<file path="src/rtl/press_pulse_gen_pkg.sv">
// +----------------------------------------------------------------------+
// | Module  : press_pkg                                                  |
// | Brief   : Shared types and constants for the press pulse generator:  |
// |           key channel state encoding and CPU-opponent LFSR setup.    |
// | Rev     : 1.0  initial release                                       |
// +----------------------------------------------------------------------+
`default_nettype none

package press_pkg;

  // Debounce FSM states of one key channel
  typedef enum logic [1:0] {
    IDLE         = 2'd0,
    PRESS_PEND   = 2'd1,
    HELD         = 2'd2,
    RELEASE_PEND = 2'd3
  } key_state_t;

  // CPU opponent LFSR: 9-bit Fibonacci, x^9 + x^5 + 1
  localparam int          LFSR_W     = 9;
  localparam int          LFSR_TAP_A = 8;
  localparam int          LFSR_TAP_B = 4;
  localparam logic [8:0]  LFSR_SEED  = 9'h001;

endpackage

`default_nettype wire

</file>
<file path="src/rtl/press_pulse_gen_if.sv">
// +----------------------------------------------------------------------+
// | Module  : press_pulse_gen_if                                         |
// | Brief   : Key inputs, difficulty setting and move/held outputs of    |
// |           the press pulse generator.                                 |
// | Rev     : 1.0  initial release                                       |
// +----------------------------------------------------------------------+
`default_nettype none

interface press_pulse_gen_if;
  logic       KeyL;
  logic       KeyR;
  logic [8:0] Difficulty;
  logic       L;
  logic       R;
  logic       LHeld;
  logic       RHeld;

  // Board / stimulus side
  modport master (
    output KeyL, KeyR, Difficulty,
    input  L, R, LHeld, RHeld
  );

  // Conditioner side
  modport slave (
    input  KeyL, KeyR, Difficulty,
    output L, R, LHeld, RHeld
  );
endinterface

`default_nettype wire

</file>
<file path="src/rtl/press_pulse_gen_key_channel.sv">
// +----------------------------------------------------------------------+
// | Module  : key_channel                                                |
// | Brief   : One player key: inversion, 2-flop synchronizer, debounce   |
// |           FSM with stability counter; emits a one-cycle press pulse  |
// |           and the debounced held level.                              |
// | Rev     : 1.0  initial release                                       |
// +----------------------------------------------------------------------+
`default_nettype none

module key_channel
  import press_pkg::*;
#(
  parameter int DEBOUNCE_CYCLES = 4
) (
  input  logic Clock,
  input  logic Reset,
  input  logic key_n,
  output logic p,
  output logic held
);

  localparam int             c_CW   = $clog2(DEBOUNCE_CYCLES + 1);
  localparam logic [c_CW-1:0] c_LAST = c_CW'(DEBOUNCE_CYCLES - 1);
  localparam logic [c_CW-1:0] c_ONE  = c_CW'(1);

  localparam logic [1:0] c_IDLE         = IDLE;
  localparam logic [1:0] c_PRESS_PEND   = PRESS_PEND;
  localparam logic [1:0] c_HELD         = HELD;
  localparam logic [1:0] c_RELEASE_PEND = RELEASE_PEND;

  logic            r_sync1;
  logic            r_sync2;
  logic [1:0]      r_state;
  logic [c_CW-1:0] r_cnt;
  logic            r_p;

  // Bring the inverted (active-high) key into the clock domain
  always_ff @(posedge Clock) begin
    if (Reset) begin
      r_sync1 <= 1'b0;
      r_sync2 <= 1'b0;
    end else begin
      r_sync1 <= ~key_n;
      r_sync2 <= r_sync1;
    end
  end

  // Debounce FSM: a level change is accepted only after DEBOUNCE_CYCLES
  // consecutive agreeing samples; the counter restarts on every state change
  always_ff @(posedge Clock) begin
    if (Reset) begin
      r_state <= c_IDLE;
      r_cnt   <= '0;
      r_p     <= 1'b0;
    end else begin
      r_p <= 1'b0;
      case (r_state)
        c_IDLE: begin
          if (r_sync2) begin
            r_state <= c_PRESS_PEND;
            r_cnt   <= c_ONE;
          end
        end
        c_PRESS_PEND: begin
          if (!r_sync2) begin
            r_state <= c_IDLE;
            r_cnt   <= '0;
          end else if (r_cnt == c_LAST) begin
            r_state <= c_HELD;
            r_cnt   <= '0;
            r_p     <= 1'b1;
          end else begin
            r_cnt <= r_cnt + c_ONE;
          end
        end
        c_HELD: begin
          if (!r_sync2) begin
            r_state <= c_RELEASE_PEND;
            r_cnt   <= c_ONE;
          end
        end
        c_RELEASE_PEND: begin
          // A bounce back to pressed returns to HELD without a new pulse
          if (r_sync2) begin
            r_state <= c_HELD;
            r_cnt   <= '0;
          end else if (r_cnt == c_LAST) begin
            r_state <= c_IDLE;
            r_cnt   <= '0;
          end else begin
            r_cnt <= r_cnt + c_ONE;
          end
        end
        default: begin
          r_state <= c_IDLE;
          r_cnt   <= '0;
        end
      endcase
    end
  end

  assign p    = r_p;
  assign held = (r_state == c_HELD) || (r_state == c_RELEASE_PEND);

endmodule

`default_nettype wire

</file>
<file path="src/rtl/press_pulse_gen.sv">
// +----------------------------------------------------------------------+
// | Module  : press_pulse_gen                                            |
// | Brief   : Converts two raw bouncing player keys into clean one-cycle |
// |           L/R move pulses for the light chain; simultaneous pulses   |
// |           cancel. Define CPU_OPPONENT_EN to replace the right player |
// |           with an LFSR-driven CPU opponent gated by Difficulty.      |
// | Rev     : 1.0  initial release                                       |
// +----------------------------------------------------------------------+
`default_nettype none

module press_pulse_gen
  import press_pkg::*;
#(
  parameter int DEBOUNCE_CYCLES = 4
) (
  input  logic               Clock,
  input  logic               Reset,
  press_pulse_gen_if.slave   bus
);

  logic w_pl;
  logic w_pr;
  logic w_lheld;
  logic w_rheld;

  key_channel #(.DEBOUNCE_CYCLES(DEBOUNCE_CYCLES)) u_left (
    .Clock (Clock),
    .Reset (Reset),
    .key_n (bus.KeyL),
    .p     (w_pl),
    .held  (w_lheld)
  );

`ifdef CPU_OPPONENT_EN
  localparam int             c_CDW  = $clog2(DEBOUNCE_CYCLES + 1);
  localparam logic [c_CDW-1:0] c_COOL = c_CDW'(DEBOUNCE_CYCLES);

  logic [LFSR_W-1:0] r_lfsr;
  logic [c_CDW-1:0]  r_cool;
  logic              r_cpu_p;
  logic              w_cand;
  logic              w_unused_keyr;

  assign w_unused_keyr = bus.KeyR;
  assign w_cand = (r_lfsr < bus.Difficulty) && (r_cool == '0);

  // CPU opponent: free-running LFSR compared against Difficulty, with a
  // cooldown so consecutive CPU presses are at least DEBOUNCE_CYCLES+1 apart
  always_ff @(posedge Clock) begin
    if (Reset) begin
      r_lfsr  <= LFSR_SEED;
      r_cool  <= '0;
      r_cpu_p <= 1'b0;
    end else begin
      r_lfsr  <= {r_lfsr[LFSR_W-2:0], r_lfsr[LFSR_TAP_A] ^ r_lfsr[LFSR_TAP_B]};
      r_cpu_p <= w_cand;
      if (w_cand)
        r_cool <= c_COOL;
      else if (r_cool != '0)
        r_cool <= r_cool - c_CDW'(1);
    end
  end

  assign w_pr    = r_cpu_p;
  assign w_rheld = r_cpu_p;
`else
  logic w_unused_difficulty;

  assign w_unused_difficulty = ^bus.Difficulty;

  key_channel #(.DEBOUNCE_CYCLES(DEBOUNCE_CYCLES)) u_right (
    .Clock (Clock),
    .Reset (Reset),
    .key_n (bus.KeyR),
    .p     (w_pr),
    .held  (w_rheld)
  );
`endif

  // Registered pulses only, so the arbitration is glitch-free; a tie moves nothing
  assign bus.L     = w_pl & ~w_pr;
  assign bus.R     = w_pr & ~w_pl;
  assign bus.LHeld = w_lheld;
  assign bus.RHeld = w_rheld;

endmodule

`default_nettype wire

</file>
<file path="src/flat_wrapper.sv">
// flat-port wrapper written by rule: the top's interface ports become plain ports
module press_pulse_gen_flat import press_pkg::*;
#(
  parameter int DEBOUNCE_CYCLES = 4
)
  (Clock, Reset, bus_KeyL, bus_KeyR, bus_Difficulty, bus_L, bus_R, bus_LHeld, bus_RHeld);
  press_pulse_gen_if bus_i ();
  input  logic Clock;
  input  logic Reset;
  input wire logic [$bits(bus_i.KeyL)-1:0] bus_KeyL;
  input wire logic [$bits(bus_i.KeyR)-1:0] bus_KeyR;
  input wire logic [$bits(bus_i.Difficulty)-1:0] bus_Difficulty;
  output wire logic [$bits(bus_i.L)-1:0] bus_L;
  output wire logic [$bits(bus_i.R)-1:0] bus_R;
  output wire logic [$bits(bus_i.LHeld)-1:0] bus_LHeld;
  output wire logic [$bits(bus_i.RHeld)-1:0] bus_RHeld;
  assign bus_i.KeyL = bus_KeyL;
  assign bus_i.KeyR = bus_KeyR;
  assign bus_i.Difficulty = bus_Difficulty;
  assign bus_L = bus_i.L;
  assign bus_R = bus_i.R;
  assign bus_LHeld = bus_i.LHeld;
  assign bus_RHeld = bus_i.RHeld;
  press_pulse_gen #(.DEBOUNCE_CYCLES(DEBOUNCE_CYCLES)) u_core (.Clock(Clock), .Reset(Reset), .bus(bus_i));
endmodule
</file>
<file path="config.mk">
export PLATFORM = sky130hd
export DESIGN_NAME = press_pulse_gen_flat
export DESIGN_NICKNAME = d
export VERILOG_FILES = /design/src/rtl/press_pulse_gen_pkg.sv /design/src/rtl/press_pulse_gen_if.sv /design/src/rtl/press_pulse_gen_key_channel.sv /design/src/rtl/press_pulse_gen.sv /design/src/flat_wrapper.sv
export SDC_FILE = /design/constraint.sdc
export NUM_CORES = 1
export LEC_CHECK = 0
export CORE_UTILIZATION = 45
export CTS_CLUSTER_SIZE = 10
export DETAILED_ROUTE_END_ITERATION = 8
export DONT_BUFFER_PORTS = 1
export PLACE_DENSITY = 0.63
export SLEW_MARGIN = 40
export SYNTH_ARGS = -nofsm -noshare
export SYNTH_HDL_FRONTEND = slang
export SYNTH_SLANG_ARGS = --single-unit
export TNS_END_PERCENT = 5
</file>
<file path="constraint.sdc">
create_clock -name Clock -period 3.3 [get_ports Clock]
set_input_delay 0.99 -clock Clock [delete_from_list [all_inputs] [get_ports Clock]]
set_output_delay 0.99 -clock Clock [all_outputs]
set_load 0.01 [all_outputs]
</file>
==> results.toml, run 1 <==
[clock_network]
htree_num_levels = 1
cts_setup_buffers = 0
clk_pin_slew_ns = 0.09
cts_root_buf = "clkbuf_4"
clockBufferDepth = 2
numCtsBuffers = 3
cts_tree = "built"
insertion_delay_ns = 0.28
ctsResizeCount = 0
numClockSinks = 16
ctsHoldBuffers = 0

[outcome]
outcome = "completed"

[power]
power.total_uw = 307
power.density_nw_per_um2 = 457
ir_worst_vdd_mv = 0.255
p_leak_nw = 0.273

[route]
dr.first_iter.drc_count = 14
routed_wirelength_microns = 921
dr.pass1.iters = 4
ant_nets = 0
drc = 0
vias = 410
routed_via_density = 5.39
wl_per_cell_microns = 12.1

[job]
cap_violations = 0

[critical_path]
ff2ff_path_depth = 3
arrival_ns = 0.85
cp.depth = 1
crit_buf_inv = 0
end_kind = "output port"
worst_path_largest_cell_delay_ns = 0.34
cpLargestDelayFamily = "flip-flops"
worstSetupPathType = "reg2out"
crit_path_top_delay_cell = "dfxtp_1"
cp_cell_sequence = "nor2b_1"
cp-start-kind = "register"
critPathMaxFanout = 2
cp.required_ns = 2.31

[yosys]
syn_nets = 76
synth_area_per_cell_sq_um = 10.6
synth_top_area_share = 0.494
yosysSeqAreaShare = 0.494
yosys_warnings = 0
synthesis.area_sq_um = 648
ys_ff_latch = 16
yosys-top-cells-area = "dfxtp_1, nor2b_1, nor2_1"
syn_inst = 61
synth_area_leader_cell = "dfxtp_1"
synth.distinct_cells = 23

[timing]
rsz0062_at_grt = "no"
slew_viol_final = 0
whs_ns = 0.441
relSlewSlack = 0.763
setup_viol = 0
finalClockSkew_ns = 0.00669
hold_viol_final = 0
fin_crit_ns = 1.84
fin_crit_sh = 0.559
max_slew.worst_pin.slew_ns = 0.354
final.setup.tns_ns = 0
max_freq_mhz = 542

[final_layout]
fin_nets = 78
drive_gt1_frac = 0.148
syn_to_final_growth_pct = 3.67
final_cell_area_sq_um = 672
antenna_cells = 0
fill_cells = 117

[die]
fp.dieW_microns = 40.0
core-area_sq_um = 1320
initial_core_util = 0.492
fp-row-count = 13
ioPinCount = 17
fp.dieArea_sq_um = 1600
die-height_microns = 40.0

[placed_design]
placed_cell_area_sq_um = 649
globalplace.congestion = 0.679
hpwl_microns = 652
port_buffers = 0

[global_routing]
grt_max_degree = 17
grt_pass1_vias = 361
globalRouteOverflowTotal = 0
antenna_found_initial = 0
grt_pass1_wl_mm = 1.52
grt_use_total = 0.155

[hold_path]
min_path_type = "reg2reg"
min_path_cells = 1
-- per-layer routing --
layer,track usage,vias to the layer above,wire length [microns]
met3,0.0889,0,45
li1,-,209,-
met2,0.210,12,421
met5,0,-,0
met4,0.103,0,0
met1,0.184,189,454
-- power by group --
| group | total [mW] | switching (mW) | internal (mW) |
|---|---|---|---|
| logic | 0.00915 | 0.00400 | 0.00515 |
| registers | 0.200 | 0.00309 | 0.197 |
| clock network | 0.0978 | 0.0555 | 0.0422 |
| total | 0.307 | 0.0626 | 0.245 |
-- layout by cell type (no fill, tap or decap) --
cell | netlist | final
a211oi_1 | 1 | 1
a21oi_1 | 1 | 1
a21oi_2 | 1 | 1
clkbuf_4 | 0 | 3
dfxtp_1 | 16 | 16
ha_1 | 2 | 2
mux2_2 | 2 | 2
mux2i_1 | 2 | 2
nand2_1 | 2 | 2
nand2b_1 | 4 | 4
nand3b_1 | 2 | 2
nand4_1 | 1 | 1
nand4b_1 | 1 | 1
nor2_1 | 8 | 8
nor2b_1 | 5 | 5
nor3_1 | 1 | 1
nor3b_2 | 2 | 2
nor4b_1 | 2 | 2
o21a_1 | 1 | 1
or3b_1 | 2 | 2
xor2_1 | 1 | 1
xor2_2 | 1 | 1
-- cell usage after synthesis --
master	count
a211oi_1	1
a21oi_1	1
a21oi_2	1
clkbuf_1	2
dfxtp_1	16
dlygate4sd3_1	1
ha_1	2
mux2_2	2
mux2i_1	2
nand2_1	2
nand2b_1	4
nand3b_1	2
nand4_1	1
nand4b_1	1
nor2_1	8
nor2b_1	5
nor3_1	1
nor3b_2	2
nor4b_1	2
o21a_1	1
or3b_1	2
xor2_1	1
xor2_2	1
-- per-stage QoR --
step / util / setup WS (ns) / cells
6_report: 0.510 / 1.46 / 76
5_1_grt: 0.510 / 1.37 / 76
4_1_cts: 0.510 / 1.44 / 76
3_5_place_dp: 0.493 / 1.76 / 73
3_3_place_gp: 0.493 / 1.77 / 73
2_1_floorplan: - / 1.32 / 61
-- kinds of logic (layout without fill, tap and decap cells) --
group | Yosys count | in the layout | share of synthesized area
xor gates and xnor gates | 2 | 2 | 0.0386
and+or+nand+nor | 30 | 30 | 0.292
buffers and inverters | 3 | 3 | 0.0270
AOI/OAI and AO/OA | 4 | 4 | 0.0444
muxes | 4 | 4 | 0.0656
adders and majority gates | 2 | 2 | 0.0386
DFF | 16 | 16 | 0.494
-- worst paths after layout --
| path | from | to | slack [ns] |
|---|---|---|---|
| max reg2reg | register | u_core.u_left.r_cnt[2] | 1.94 |
| min reg2reg | u_core.u_right.r_sync1 | u_core.u_right.r_sync2 | 0.44 |
| min | u_core.u_right.r_sync1 | u_core.u_right.r_sync2 | 0.44 |
| max | u_core.u_left.p | bus_L | 1.46 |
-- cell type report --
type	instances	area (sq um)	share of cell area
Sequential cell	16	320	0.477
Multi-Input combinational cell	42	310	0.462
Clock buffer	3	22.5	0.0335
Tap cell	15	18.8	0.0279
Power figures use the tool's default switching activity.
==> run 2, diff against run 1 <==
PLACE_DENSITY = 0.65   (was 0.63)
clock period = 1.6 ns   (was 3.3 ns; I/O delays follow)
==> results.toml, run 2 (synthesis gave the netlist of run 1 again) <==
[route]
wl_per_cell_microns = 11.3
vias = 393
routed_wirelength_microns = 882
drc = 0
dr.pass1.iters = 2
dr.first_iter.drc_count = 3
routed_via_density = 5.04
ant_nets = 0

[critical_path]
end_kind = "register"
crit_buf_inv = 0
worstSetupPathType = "reg2reg"
cp-start-kind = "register"
crit_path_top_delay_cell = "dfxtp_1"
cp_cell_sequence = "xor2_2, mux2_2, nor3b_2"
arrival_ns = 1.56
cpLargestDelayFamily = "flip-flops"
cp.required_ns = 1.83
critPathMaxFanout = 5
worst_path_largest_cell_delay_ns = 0.48

[timing]
hold_viol_final = 0
relSlewSlack = 0.819
fin_crit_sh = 0.835
max_slew.worst_pin.slew_ns = 0.272
slew_viol_final = 0
final.setup.tns_ns = 0
max_freq_mhz = 749
fin_crit_ns = 1.34
finalClockSkew_ns = 0.00474
timing.final.ws_setup_ns = 0.265
setup_viol = 0
rsz0062_at_grt = "no"

[final_layout]
drive_gt1_frac = 0.175
final_common_cell = "dfxtp_1"
layout_common_cells = "dfxtp_1, nor2_1, nor2b_1, nand2b_1, clkbuf_4"
fin_nets = 79
fill_cells = 124
multi_input_area_sq_um = 310
seq_area_sq_um = 320
instances_no_fill = 78
syn_to_final_growth_pct = 6.95
antenna_cells = 0

[global_routing]
grt_pass1_vias = 345
grt_pass1_wl_mm = 1.48
grt_use_total = 0.144
globalRouteOverflowTotal = 0
antenna_found_initial = 0
grt_max_degree = 17

[job]
cap_violations = 0

[clock_network]
htree_num_levels = 1
numClockSinks = 16
cts_tree = "built"
ctsHoldBuffers = 0
cts_setup_buffers = 0
insertion_delay_ns = 0.29
cts_root_buf = "clkbuf_4"
numCtsBuffers = 3
clk_pin_slew_ns = 0.09
clockBufferDepth = 2
ctsResizeCount = 0

[placed_design]
port_buffers = 0
hpwl_microns = 591
dp_slack_ns = 0.303
place_inst = 74
globalplace.congestion = 0.756

[power]
p_leak_nw = 0.286
power.density_nw_per_um2 = 1010
power.total_uw = 697
ir_worst_vdd_mv = 0.434

[die]
fp.dieW_microns = 40.0
initial_core_util = 0.492
fp.dieArea_sq_um = 1600
ioPinCount = 17
core-area_sq_um = 1320
die-height_microns = 40.0
fp-row-count = 13

[hold_path]
min_path_type = "in2reg"

[outcome]
outcome = "completed"
==> run 2: cell count changes in the layout (fill, tap and decap cells not counted) <==
cell	delta
buf_4	+1
clkbuf_8	+1
==> run 2: worst paths after layout <==
| path | end | slack [ns] | from | cells after the start |
|---|---|---|---|---|
| max | u_core.u_right.r_cnt[2] | 0.26 | register | 3 |
| min | u_core.u_right.r_cnt[1] | 0.24 | Reset | 1 |
| max reg2reg | u_core.u_right.r_cnt[2] | 0.26 | register | 3 |
| min reg2reg | u_core.u_right.r_sync2 | 0.44 | u_core.u_right.r_sync1 | 1 |
==> run 2: through the flow <==
| stage | util | hold slack (ns) | instance area [sq um] |
|---|---|---|---|
| 6_report | 0.526 | 0.239 | 693 |
| 5_1_grt | 0.526 | 0.219 | 693 |
| 4_1_cts | 0.526 | 0.231 | 693 |
| 3_5_place_dp | 0.499 | 0.429 | 657 |
| 3_3_place_gp | 0.499 | 0.418 | 657 |
| 2_1_floorplan | - | 0.414 | 648 |
==> run 2: final cells by class <==
type	count	share of cell area
Multi-Input combinational cell	42	0.448
Timing Repair Buffer	1	0.0108
Clock buffer	4	0.0523
Tap cell	15	0.0271
Sequential cell	16	0.462
==> run 2: metal layers <==
metal | up-vias | global-route usage | wire length [microns]
li1 | 208 | - | -
met1 | 173 | 0.208 | 515
met2 | 10 | 0.177 | 310
met3 | 2 | 0.0722 | 46
met4 | 0 | 0.0517 | 10
met5 | - | 0 | 0
==> run 2: power by group <==
group          switching, mW  total, mW  internal (mW)
sequential           0.00636      0.413          0.407
clock                  0.125      0.264          0.139
combinational        0.00849     0.0203         0.0118
total                  0.140      0.697          0.557
==> run 3, diff against run 2 <==
PLACE_DENSITY = 0.63   (was 0.65)
clock period = 1.4 ns   (was 1.6 ns; I/O delays follow)
==> results.toml, run 3 (synthesis gave the netlist of run 1 again) <==
[outcome]
outcome = "completed"

[route]
ant_nets = 0
wl_per_cell_microns = 11.3
drc = 0
dr.first_iter.drc_count = 2
dr.pass1.iters = 4
routed_wirelength_microns = 905
routed_via_density = 5.04
vias = 403

[clock_network]
cts_tree = "built"
clk_pin_slew_ns = 0.10
cts_root_buf = "clkbuf_4"
htree_num_levels = 1
clockBufferDepth = 2
cts_setup_buffers = 0
insertion_delay_ns = 0.28
ctsHoldBuffers = 0
numClockSinks = 16
ctsResizeCount = 0
numCtsBuffers = 3

[final_layout]
fin_nets = 81
final_common_cell = "dfxtp_1"
instances_no_fill = 80
antenna_cells = 0
syn_to_final_growth_pct = 9.27
layout_common_cells = "dfxtp_1, nor2_1, nor2b_1, nand2b_1"
fill_cells = 118
drive_gt1_frac = 0.200

[timing]
whs_ns = 0.184
max_freq_mhz = 790
fin_crit_ns = 1.27
final.setup.tns_ns = 0
relSlewSlack = 0.817
fin_crit_sh = 0.904
timing.final.ws_setup_ns = 0.135
max_slew.worst_pin.slew_ns = 0.271
finalClockSkew_ns = 0.00432
setup_viol = 0
rsz0062_at_grt = "no"
slew_viol_final = 0
hold_viol_final = 0

[critical_path]
worstSetupPathType = "reg2out"
crit_buf_inv = 0
crit_path_top_delay_cell = "dfxtp_1"
critPathMaxFanout = 2
cpLargestDelayFamily = "flip-flops"
worst_path_largest_cell_delay_ns = 0.34
arrival_ns = 0.85
cp.required_ns = 0.98
cp_cell_sequence = "nor2b_1"
cp-start-kind = "register"
end_kind = "output port"

[placed_design]
place_inst = 76
dp_slack_ns = 0.193
globalplace.congestion = 0.647
hpwl_microns = 623
port_buffers = 0

[die]
core-area_sq_um = 1320
fp-row-count = 13
fp.dieW_microns = 40.0
ioPinCount = 17
die-height_microns = 40.0
fp.dieArea_sq_um = 1600
initial_core_util = 0.492

[power]
power.density_nw_per_um2 = 1130
power.total_uw = 798
ir_worst_vdd_mv = 0.778
p_leak_nw = 0.297

[job]
cap_violations = 0

[global_routing]
globalRouteOverflowTotal = 0
grt_pass1_wl_mm = 1.40
grt_max_degree = 17
grt_pass1_vias = 318
antenna_found_initial = 0
grt_use_total = 0.139

[hold_path]
min_path_type = "in2reg"
[run 3: layout make-up]
class | count | area [sq um] | area share
sequential | 16 | 320 | 0.452
multi-input combinational | 42 | 310 | 0.438
clock buffer | 4 | 36.3 | 0.0512
timing repair buffer | 3 | 22.5 | 0.0318
tap | 15 | 18.8 | 0.0265
[run 3: through the flow]
step / utilization / area [sq um]
4_1_cts: 0.538 / 708
6_report: 0.538 / 708
5_1_grt: 0.538 / 708
2_1_floorplan: - / 648
3_5_place_dp: 0.510 / 672
3_3_place_gp: 0.510 / 672
[run 3: report_power, final]
| group | switching (mW) | leakage (nW) | internal [mW] | total (mW) |
|---|---|---|---|---|
| clock network | 0.145 | 0.0210 | 0.158 | 0.303 |
| logic | 0.00959 | 0.146 | 0.0133 | 0.0229 |
| registers | 0.00735 | 0.130 | 0.465 | 0.472 |
| total | 0.162 | 0.297 | 0.637 | 0.798 |
[run 3: worst paths after layout]
path	depth (start not counted)	slack [ns]	end	from
max reg2reg	3	0.16	u_core.u_right.r_cnt[2]	u_core.u_right.r_sync2
max	1	0.13	bus_L	u_core.u_left.p
min reg2reg	1	0.44	u_core.u_right.r_sync2	u_core.u_right.r_sync1
min	1	0.18	u_core.u_right.r_sync1	bus_KeyR
[run 3: layer usage]
layer | part of all wire | global-route usage | wire, microns
met1 | 0.56 | 0.196 | 508
met2 | 0.38 | 0.161 | 346
met3 | 0.039 | 0.0556 | 35
met4 | 0.014 | 0.103 | 13
met5 | 0 | 0 | 0
